### src/rtl/pipe_ctrl.sv
// Pipeline controller: stall priority, jump/trap flush, interrupt drain FSM,
// bus-stall watchdog and stall-cycle performance counter.
module pipe_ctrl #(
  parameter int unsigned ADDR_WIDTH     = 32,
  parameter int unsigned TIMEOUT_CYCLES = 256,
  parameter int unsigned CNT_WIDTH      = 32
) (
  input  logic                  clk_i,
  input  logic                  rst_i,
  input  logic                  stallreq_id_i,
  input  logic                  stallreq_exe_i,
  input  logic                  stallreq_mem_i,
  input  logic                  jump_i,
  input  logic [ADDR_WIDTH-1:0] jump_addr_i,
  input  logic                  int_req_i,
  input  logic [ADDR_WIDTH-1:0] int_addr_i,
  output logic [5:0]            stall_o,
  output logic                  flush_jump_o,
  output logic                  flush_int_o,
  output logic                  redirect_o,
  output logic [ADDR_WIDTH-1:0] redirect_addr_o,
  output logic                  int_ack_o,
  output logic                  bus_timeout_o,
  output logic [CNT_WIDTH-1:0]  stall_cnt_o
);

  localparam int unsigned WdW = $clog2(TIMEOUT_CYCLES);
  localparam logic [WdW-1:0] WdLast = WdW'(TIMEOUT_CYCLES - 1);

  typedef enum logic [1:0] {StIdle, StDrain, StTrap, StWaitClr} state_t;

  state_t               state_q, state_d;
  logic [WdW-1:0]       wd_q;
  logic                 timeout_q;
  logic [CNT_WIDTH-1:0] cnt_q;

  logic [5:0] stall_raw;
  logic [5:0] stall_int;
  logic       in_trap;
  logic       flush_jump_int;

  // Priority MEM > EXE > ID; the ID case stops id_exe but lets exe_mem run (bubble).
  always_comb begin
    stall_raw = 6'b000000;
    if (stallreq_mem_i) begin
      stall_raw = 6'b011111;
    end else if (stallreq_exe_i) begin
      stall_raw = 6'b001111;
    end else if (stallreq_id_i) begin
      stall_raw = 6'b000111;
    end
  end

  always_comb begin
    in_trap        = (state_q == StTrap);
    stall_int      = in_trap ? 6'b000000 : stall_raw;
    flush_jump_int = jump_i & ~stall_int[3] & ~in_trap;
  end

  // FSM state register
  always_ff @(posedge clk_i or negedge rst_i) begin
    if (!rst_i) begin
      state_q <= StIdle;
    end else begin
      state_q <= state_d;
    end
  end

  // FSM next state; a pending jump flush is allowed to go first.
  always_comb begin
    state_d = state_q;
    unique case (state_q)
      StIdle: begin
        if (int_req_i) state_d = StDrain;
      end
      StDrain: begin
        if (!int_req_i) begin
          state_d = StIdle;
        end else if (!stall_int[3] && !flush_jump_int) begin
          state_d = StTrap;
        end
      end
      StTrap: begin
        state_d = StWaitClr;
      end
      StWaitClr: begin
        if (!int_req_i) state_d = StIdle;
      end
      default: state_d = StIdle;
    endcase
  end

  // Outputs; combinational ones are forced low while reset is held.
  always_comb begin
    stall_o         = 6'b000000;
    flush_jump_o    = 1'b0;
    flush_int_o     = 1'b0;
    int_ack_o       = 1'b0;
    redirect_o      = 1'b0;
    redirect_addr_o = '0;
    if (rst_i) begin
      stall_o      = stall_int;
      flush_jump_o = flush_jump_int;
      flush_int_o  = in_trap;
      int_ack_o    = in_trap;
      if (in_trap) begin
        redirect_o      = 1'b1;
        redirect_addr_o = int_addr_i;
      end else if (flush_jump_int) begin
        redirect_o      = 1'b1;
        redirect_addr_o = jump_addr_i;
      end
    end
  end

  // Watchdog: counts consecutive MEM wait cycles, fires and restarts at the limit.
  always_ff @(posedge clk_i or negedge rst_i) begin
    if (!rst_i) begin
      wd_q      <= '0;
      timeout_q <= 1'b0;
    end else if (!stallreq_mem_i) begin
      wd_q      <= '0;
      timeout_q <= 1'b0;
    end else if (wd_q == WdLast) begin
      wd_q      <= '0;
      timeout_q <= 1'b1;
    end else begin
      wd_q      <= wd_q + WdW'(1);
      timeout_q <= 1'b0;
    end
  end

  always_ff @(posedge clk_i or negedge rst_i) begin
    if (!rst_i) begin
      cnt_q <= '0;
    end else if (stall_int[0]) begin
      cnt_q <= cnt_q + CNT_WIDTH'(1);
    end
  end

  assign bus_timeout_o = timeout_q;
  assign stall_cnt_o   = cnt_q;

endmodule

### config.mk
export PLATFORM = sky130hd
export DESIGN_NAME = pipe_ctrl
export DESIGN_NICKNAME = d
export VERILOG_FILES = /design/src/rtl/pipe_ctrl.sv
export SDC_FILE = /design/constraint.sdc
export NUM_CORES = 1
export LEC_CHECK = 0
export CORE_MARGIN = 3
export CORE_UTILIZATION = 41
export CTS_BUF_LIST = sky130_fd_sc_hd__clkbuf_16
export DETAILED_ROUTE_END_ITERATION = 12
export PLACE_DENSITY = 0.95
export SLEW_MARGIN = 20
export SYNTH_ARGS = -nofsm -noshare
export SYNTH_HDL_FRONTEND = slang
export SYNTH_SLANG_ARGS = --single-unit
### constraint.sdc
create_clock -name clk_i -period 5.5 [get_ports clk_i]
set_clock_uncertainty 0.2 [all_clocks]
set_input_delay 1.1 -clock clk_i [delete_from_list [all_inputs] [get_ports clk_i]]
set_output_delay 1.1 -clock clk_i [all_outputs]
set_load 0.02 [all_outputs]
==> results of run 1 <==
power by group through the flow:
stage                     sequential [W]  clock, W  combinational (W)
final                           0.000385  0.000333           0.000335
after global routing            0.000390  0.000353           0.000359
after CTS                       0.000385  0.000341           0.000339
after detailed placement        0.000390         0           0.000337
after global placement          0.000388         0           0.000330
after floorplan                 0.000412         0           0.000151
per-stage QoR:
stage,setup WS [ps],cell area [um2],utilization [%]
6_report,1030,4070,71.7
5_1_grt,856,4070,71.7
4_1_cts,1020,4070,71.7
3_5_place_dp,1030,3900,68.8
3_3_place_gp,1070,3900,68.8
2_1_floorplan,2070,2470,-
layout make-up:
class / count / area, um2 / share of cell area [%]
repair buffers: 147 / 1460 / 35.8
well taps: 72 / 90.1 / 2.21
clock buffers: 5 / 125 / 3.07
inverters: 3 / 11.3 / 0.277
multi-input cells: 170 / 1270 / 31.1
clock inverters: 3 / 42.5 / 1.04
flip-flops and latches: 43 / 1080 / 26.4
worst reg2reg max path: cells and delay by family, from the launching register on:
| family | cells | cell delay [ps] |
|---|---|---|
| simple gates | 3 | 1120 |
| xor+xnor | 1 | 180 |
| flops | 1 | 450 |
cell usage in the layout (no fill, tap or decap), types with 8 or more instances in the layout:
| cell type | synthesis | final |
|---|---|---|
| nor2_1 | 11 | 9 |
| clkdlybuf4s50_1 | 0 | 143 |
| nand4_1 | 12 | 12 |
| xor2_1 | 8 | 8 |
| nand2_1 | 13 | 13 |
| xnor2_1 | 28 | 28 |
| dfrtp_1 | 43 | 43 |
| a22o_1 | 32 | 32 |
| nand3_2 | 8 | 8 |
| and2_1 | 8 | 8 |
kinds of logic (layout without fill, tap and decap cells):
group	Yosys count	count (layout)	synth area share, %
compound gates	37	37	12.5
xor+xnor	36	36	12.8
fa+ha+maj	2	2	1.01
buf+inv	21	158	5.22
flops	43	43	43.6
mux	1	1	0.456
other cells	1	1	0.152
simple gates	93	93	24.3
worst max path at each step:
stage,startpoint,end,slack [ps],depth (start not counted)
after floorplan,rst_i,redirect_addr_o[22],2070,4
after global placement,stallreq_mem_i,redirect_addr_o[31],1070,7
after detailed placement,stallreq_mem_i,redirect_addr_o[31],1030,7
after CTS,stallreq_mem_i,redirect_addr_o[29],1020,7
after global routing,stallreq_mem_i,redirect_addr_o[20],860,7
final,stallreq_mem_i,redirect_addr_o[29],1030,7
layer usage:
metal	global-route usage, %	vias up
met2	39.6	100
met5	0	-
met3	6.52	10
met1	23.6	1118
met4	5.41	0
li1	-	1116
registers in the layout, summed over array words and instances, names as in the netlist, named ones only:
register and flops:
state_q 1, bus_timeout_o 1, wd_q 8, stall_cnt_o 32
==> impl_metrics.yaml, run 1 <==
placement:
  placed_cells: 435
  place.gp.congestion: 0.833
  port_buffers: 144
  dp_hpwl_mm: 5.69
cts:
  clock_path_buffers: 2
  post_cts_buffers: 0
  clock-sinks: 43
  clockRootBuffer: "clkbuf_16"
  post_cts_resized: 0
  clk_pin_slew_ps: 60
  numCtsBuffers: 5
  ctsHoldBuffers: 0
  cts_tree: "yes"
  clock_latency_ps: 280
  cts-htree-levels: 2
synth:
  synthCells: 234
  yosysWarnings: 0
  synth_fp_nets: 307
  async_flop_share_pct: 100
  netlist_area_um2: 2470
  yosys-top-cells-count: "43 x dfrtp_1, 32 x a22o_1, 28 x xnor2_1, 13 x nand2_1, 12 x nand4_1"
  ys_seq_area_share_pct: 43.6
  yosysTopAreaCellShare_pct: 43.6
  synth_ff_type: "dfrtp_1"
  synth_edf_count: 0
  syn_avg_cell_area_um2: 10.5
  synth-seq-cells: 43
  synth_area_leaders: "dfrtp_1 44%, a22o_1 11%, xnor2_1 9.9%, nand3_2 3.2%, nand4_1 3.0%"
  post-synth-top-count-cell: "dfrtp_1"
  synth_top_area_cell: "dfrtp_1"
  synth_cell_types: 35
grt:
  grt_pass1_vias: 2510
  track_usage_pct: 21.4
  grt-ovfl-total: 0
  antenna_found_initial: 0
  grt_max_degree: 46
  grt_first_pass_wirelength_mm: 12.2
routing:
  wl_met2_mm: 3.88
  drtIter0Drc: 42
  vias_per_cell: 5.29
  met3_length_um: 551
  wl_met1_mm: 2.75
  wl_per_cell_um: 16.4
  firstDrtPassIters: 4
  top_layer_used: "met4"
  antenna_left: 0
  drt-total-wl_mm: 7.27
  drc_errors: 0
  num_vias: 2344
flow_run:
  maxCapViolCount: 0
worst_setup_path:
  crit_fanout: 33
  startpoint_type: "input port"
  reg2regPathDepth: 4
  critical_path.most_common_cell: "clkdlybuf4s50_1"
  cp.required_ps: 4200
  cp_cell_sequence: "clkdlybuf4s50_1 -> nor2_1 -> nand2_1 -> nor2_2 -> buf_4 -> a22o_1 -> clkdlybuf4s50_1"
  cpLargestDelayFamily: "buffers and inverters"
  slowest_delay_ps: 610
  timing.rr.start: "stall_cnt_o[2]"
  endpoint_kind: "output port"
  cp_num_buf_inv: 3
  regToRegEndpoint: "stall_cnt_o[28]"
  r2r_setup_slack_ps: 3430
  cp_slowest_cell: "clkdlybuf4s50_1"
  crit_type: "input port to output port"
  arrival_ps: 3170
die:
  dieArea_um2: 6980
  start_util_pct: 43.5
  die_x_um: 83.6
  die_h_um: 83.6
  rows: 27
  io_pins: 146
  core_region_area_um2: 5680
pwr:
  ir_drop_v: 0.000167
  finalPower_w: 0.00105
  clkPwrFrac_pct: 31.6
  pwr-share-comb_pct: 31.8
  p_per_area_nw_per_um2: 258
  p_sw_share_pct: 30.8
  power.internal_w: 0.000729
  p_seq_share_pct: 36.6
  p_sw_w: 0.000324
  p_leak_nw: 1.65
timing:
  period_share_pct: 81.2
  worst_pin_slew_ps: 595
  tns_ps: 0
  final.min_clock_period_ps: 4470
  timing.fmax_mhz: 224
  hold_viol: 0
  whs_ps: 272
  maxSlewViolCount: 0
  setup_viol: 0
  relSlewSlack_pct: 60.3
  rsz0062_at_grt: "no"
final_layout:
  drive_gt1_share_pct: 8.63
  syn2layout_area_growth_pct: 65.0
  nets: 443
  n_antenna_cell: 0
  fill_cells: 431
  final_cells: 443
worst_hold_path:
  hold_path_class: "register to register"
  holdCritStartpoint: "stall_cnt_o[31]"
  hold_depth: 1
  holdPathEnd: "stall_cnt_o[31]"
run_status:
  status: "complete, no violations"
Note: power is estimated with default switching activity, not from simulation.
==> run 2, diff against run 1 <==
--- a/config.mk
+++ b/config.mk
@@ -6,10 +6,10 @@
 export NUM_CORES = 1
 export LEC_CHECK = 0
 export CORE_MARGIN = 3
-export CORE_UTILIZATION = 41
+export CORE_UTILIZATION = 34
 export CTS_BUF_LIST = sky130_fd_sc_hd__clkbuf_16
 export DETAILED_ROUTE_END_ITERATION = 12
-export PLACE_DENSITY = 0.95
+export PLACE_DENSITY = 0.88
 export SLEW_MARGIN = 20
 export SYNTH_ARGS = -nofsm -noshare
 export SYNTH_HDL_FRONTEND = slang
==> constraint.sdc (replaced) <==
create_clock -name clk_i -period 3.6 [get_ports clk_i]
set_clock_uncertainty 0.2 [all_clocks]
set_input_delay 0.72 -clock clk_i [delete_from_list [all_inputs] [get_ports clk_i]]
set_output_delay 0.72 -clock clk_i [all_outputs]
set_load 0.02 [all_outputs]
==> impl_metrics.yaml, run 2 (synthesis gave the netlist of run 1 again) <==
final_layout:
  register_area_um2: 1080
  fill_cells: 589
  drive_gt1_share_pct: 9.12
  layout_commonest_cell: "clkdlybuf4s50_1"
  design_area_um2: 4110
  layout_common_cells: "140 x clkdlybuf4s50_1, 43 x dfrtp_1, 32 x a22o_1"
  final_cells: 469
  nets: 445
  syn2layout_area_growth_pct: 66.6
  n_antenna_cell: 0
  multiInputGateArea_um2: 1270
  largest_register_ffs: 32
timing:
  maxSlewViolCount: 0
  worst_pin_slew_ps: 561
  setup_viol: 0
  timing.fmax_mhz: 286
  tns_ps: 0
  hold_viol: 0
  relSlewSlack_pct: 62.6
  final.min_clock_period_ps: 3500
  period_share_pct: 97.2
  rsz0062_at_grt: "no"
routing:
  drtIter0Drc: 56
  vias_per_cell: 5.10
  drc_errors: 0
  num_vias: 2394
  drt-total-wl_mm: 7.50
  antenna_left: 0
  firstDrtPassIters: 4
  wl_per_cell_um: 16.0
die:
  core_region_area_um2: 6910
  die_h_um: 91.2
  io_pins: 146
  die_x_um: 91.2
  rows: 30
  dieArea_um2: 8310
  start_util_pct: 35.7
cts:
  numCtsBuffers: 5
  clk_pin_slew_ps: 60
  clockRootBuffer: "clkbuf_16"
  cts_tree: "yes"
  ctsHoldBuffers: 0
  clock_path_buffers: 2
  cts-htree-levels: 2
  clock-sinks: 43
  clock_latency_ps: 290
placement:
  dp_hpwl_mm: 5.90
  placedInstanceArea_um2: 3960
  place.gp.congestion: 0.861
  placed_cells: 461
  port_buffers: 144
run_status:
  status: "complete, no violations"
grt:
  grt_first_pass_wirelength_mm: 11.8
  track_usage_pct: 17.7
  antenna_found_initial: 0
  grt_max_degree: 37
  grt-ovfl-total: 0
  grt_pass1_vias: 2404
worst_setup_path:
  crit_type: "input port to output port"
  arrival_ps: 2580
  crit_fanout: 33
  endpoint_kind: "output port"
  cp.required_ps: 2680
  r2r_setup_slack_ps: 1610
  startpoint_type: "input port"
pwr:
  p_leak_nw: 1.71
  p_per_area_nw_per_um2: 372
  ir_drop_v: 0.000209
  finalPower_w: 0.00153
flow_run:
  maxCapViolCount: 0
worst_hold_path:
  hold_path_class: "input port to async pin"
## run 2: cell types whose count changed in the layout (fill, tap and decap cells not counted), sizes merged
cell           delta
bufinv            -1
dlymetal6s2s      +3
buf               +2
clkinvlp          +1
clkdlybuf4s50     -3
## run 2: path summary, 6_finish.rpt
check	from	to	cells past startpoint
max in group asynchronous	rst_i	stall_cnt_o[6]	3
min in group clk_i	stall_cnt_o[31]	stall_cnt_o[31]	1
worst min register to register	stall_cnt_o[31]	stall_cnt_o[31]	1
worst min-delay path	rst_i	wd_q[1]	2
worst max-delay path	stallreq_exe_i	redirect_addr_o[23]	7
worst max register to register	stall_cnt_o[2]	stall_cnt_o[27]	4
## run 2: per-layer routing
metal	GRT usage, %	wire length [um]	up-vias
met5	0	0	-
met4	5.03	136	0
met3	6.46	573	12
met2	30.2	3790	101
met1	20.8	3000	1154
li1	-	-	1127
## run 2: final cells by class
class	count	area share, %
timing repair buffer	149	36.3
multi-input combinational	170	30.8
sequential	43	26.2
clock buffer	5	3.04
tap	96	2.92
clock inverter	3	0.396
inverter	3	0.274
## run 2: critical path, stage by stage
cell and delay (ps):
clkdlybuf4s50_1 430, nor2_1 180, nand2_1 110, nor2_2 140
buf_12 200, a22o_1 180, clkdlybuf4s50_1 610
## run 2: stage by stage
| stage | hold WS, ps | util, % | worst slack (ps) |
|---|---|---|---|
| 5_1_grt | 195 | 59.5 | 3.36 |
| 6_report | 196 | 59.5 | 101 |
| 3_5_place_dp | 277 | 57.4 | 91.3 |
| 3_3_place_gp | 261 | 57.4 | 133 |
| 4_1_cts | 187 | 59.4 | 91.6 |
| 2_1_floorplan | 224 | - | 926 |
## run 2: timing repair
item                       CTS  global route
buffers inserted             0             0
gates resized for setup      0             3
setup endpoints to repair    0             3
## run 2: power breakdown
part / total, W / switching, W / internal [W]
logic: 0.000510 / 0.000252 / 0.000258
clock network: 0.000431 / 0.000178 / 0.000253
registers: 0.000586 / 0.0000558 / 0.000530
total: 0.00153 / 0.000486 / 0.00104
==> run 3, diff against run 2 <==
--- a/config.mk
+++ b/config.mk
@@ -5,6 +5,7 @@
 export SDC_FILE = /design/constraint.sdc
 export NUM_CORES = 1
 export LEC_CHECK = 0
+export ABC_CLOCK_PERIOD_IN_PS = 3600
 export CORE_MARGIN = 3
 export CORE_UTILIZATION = 34
 export CTS_BUF_LIST = sky130_fd_sc_hd__clkbuf_16
==> results of run 3 <==
The final DEF is identical to that of run 2; final timing and power are the same.
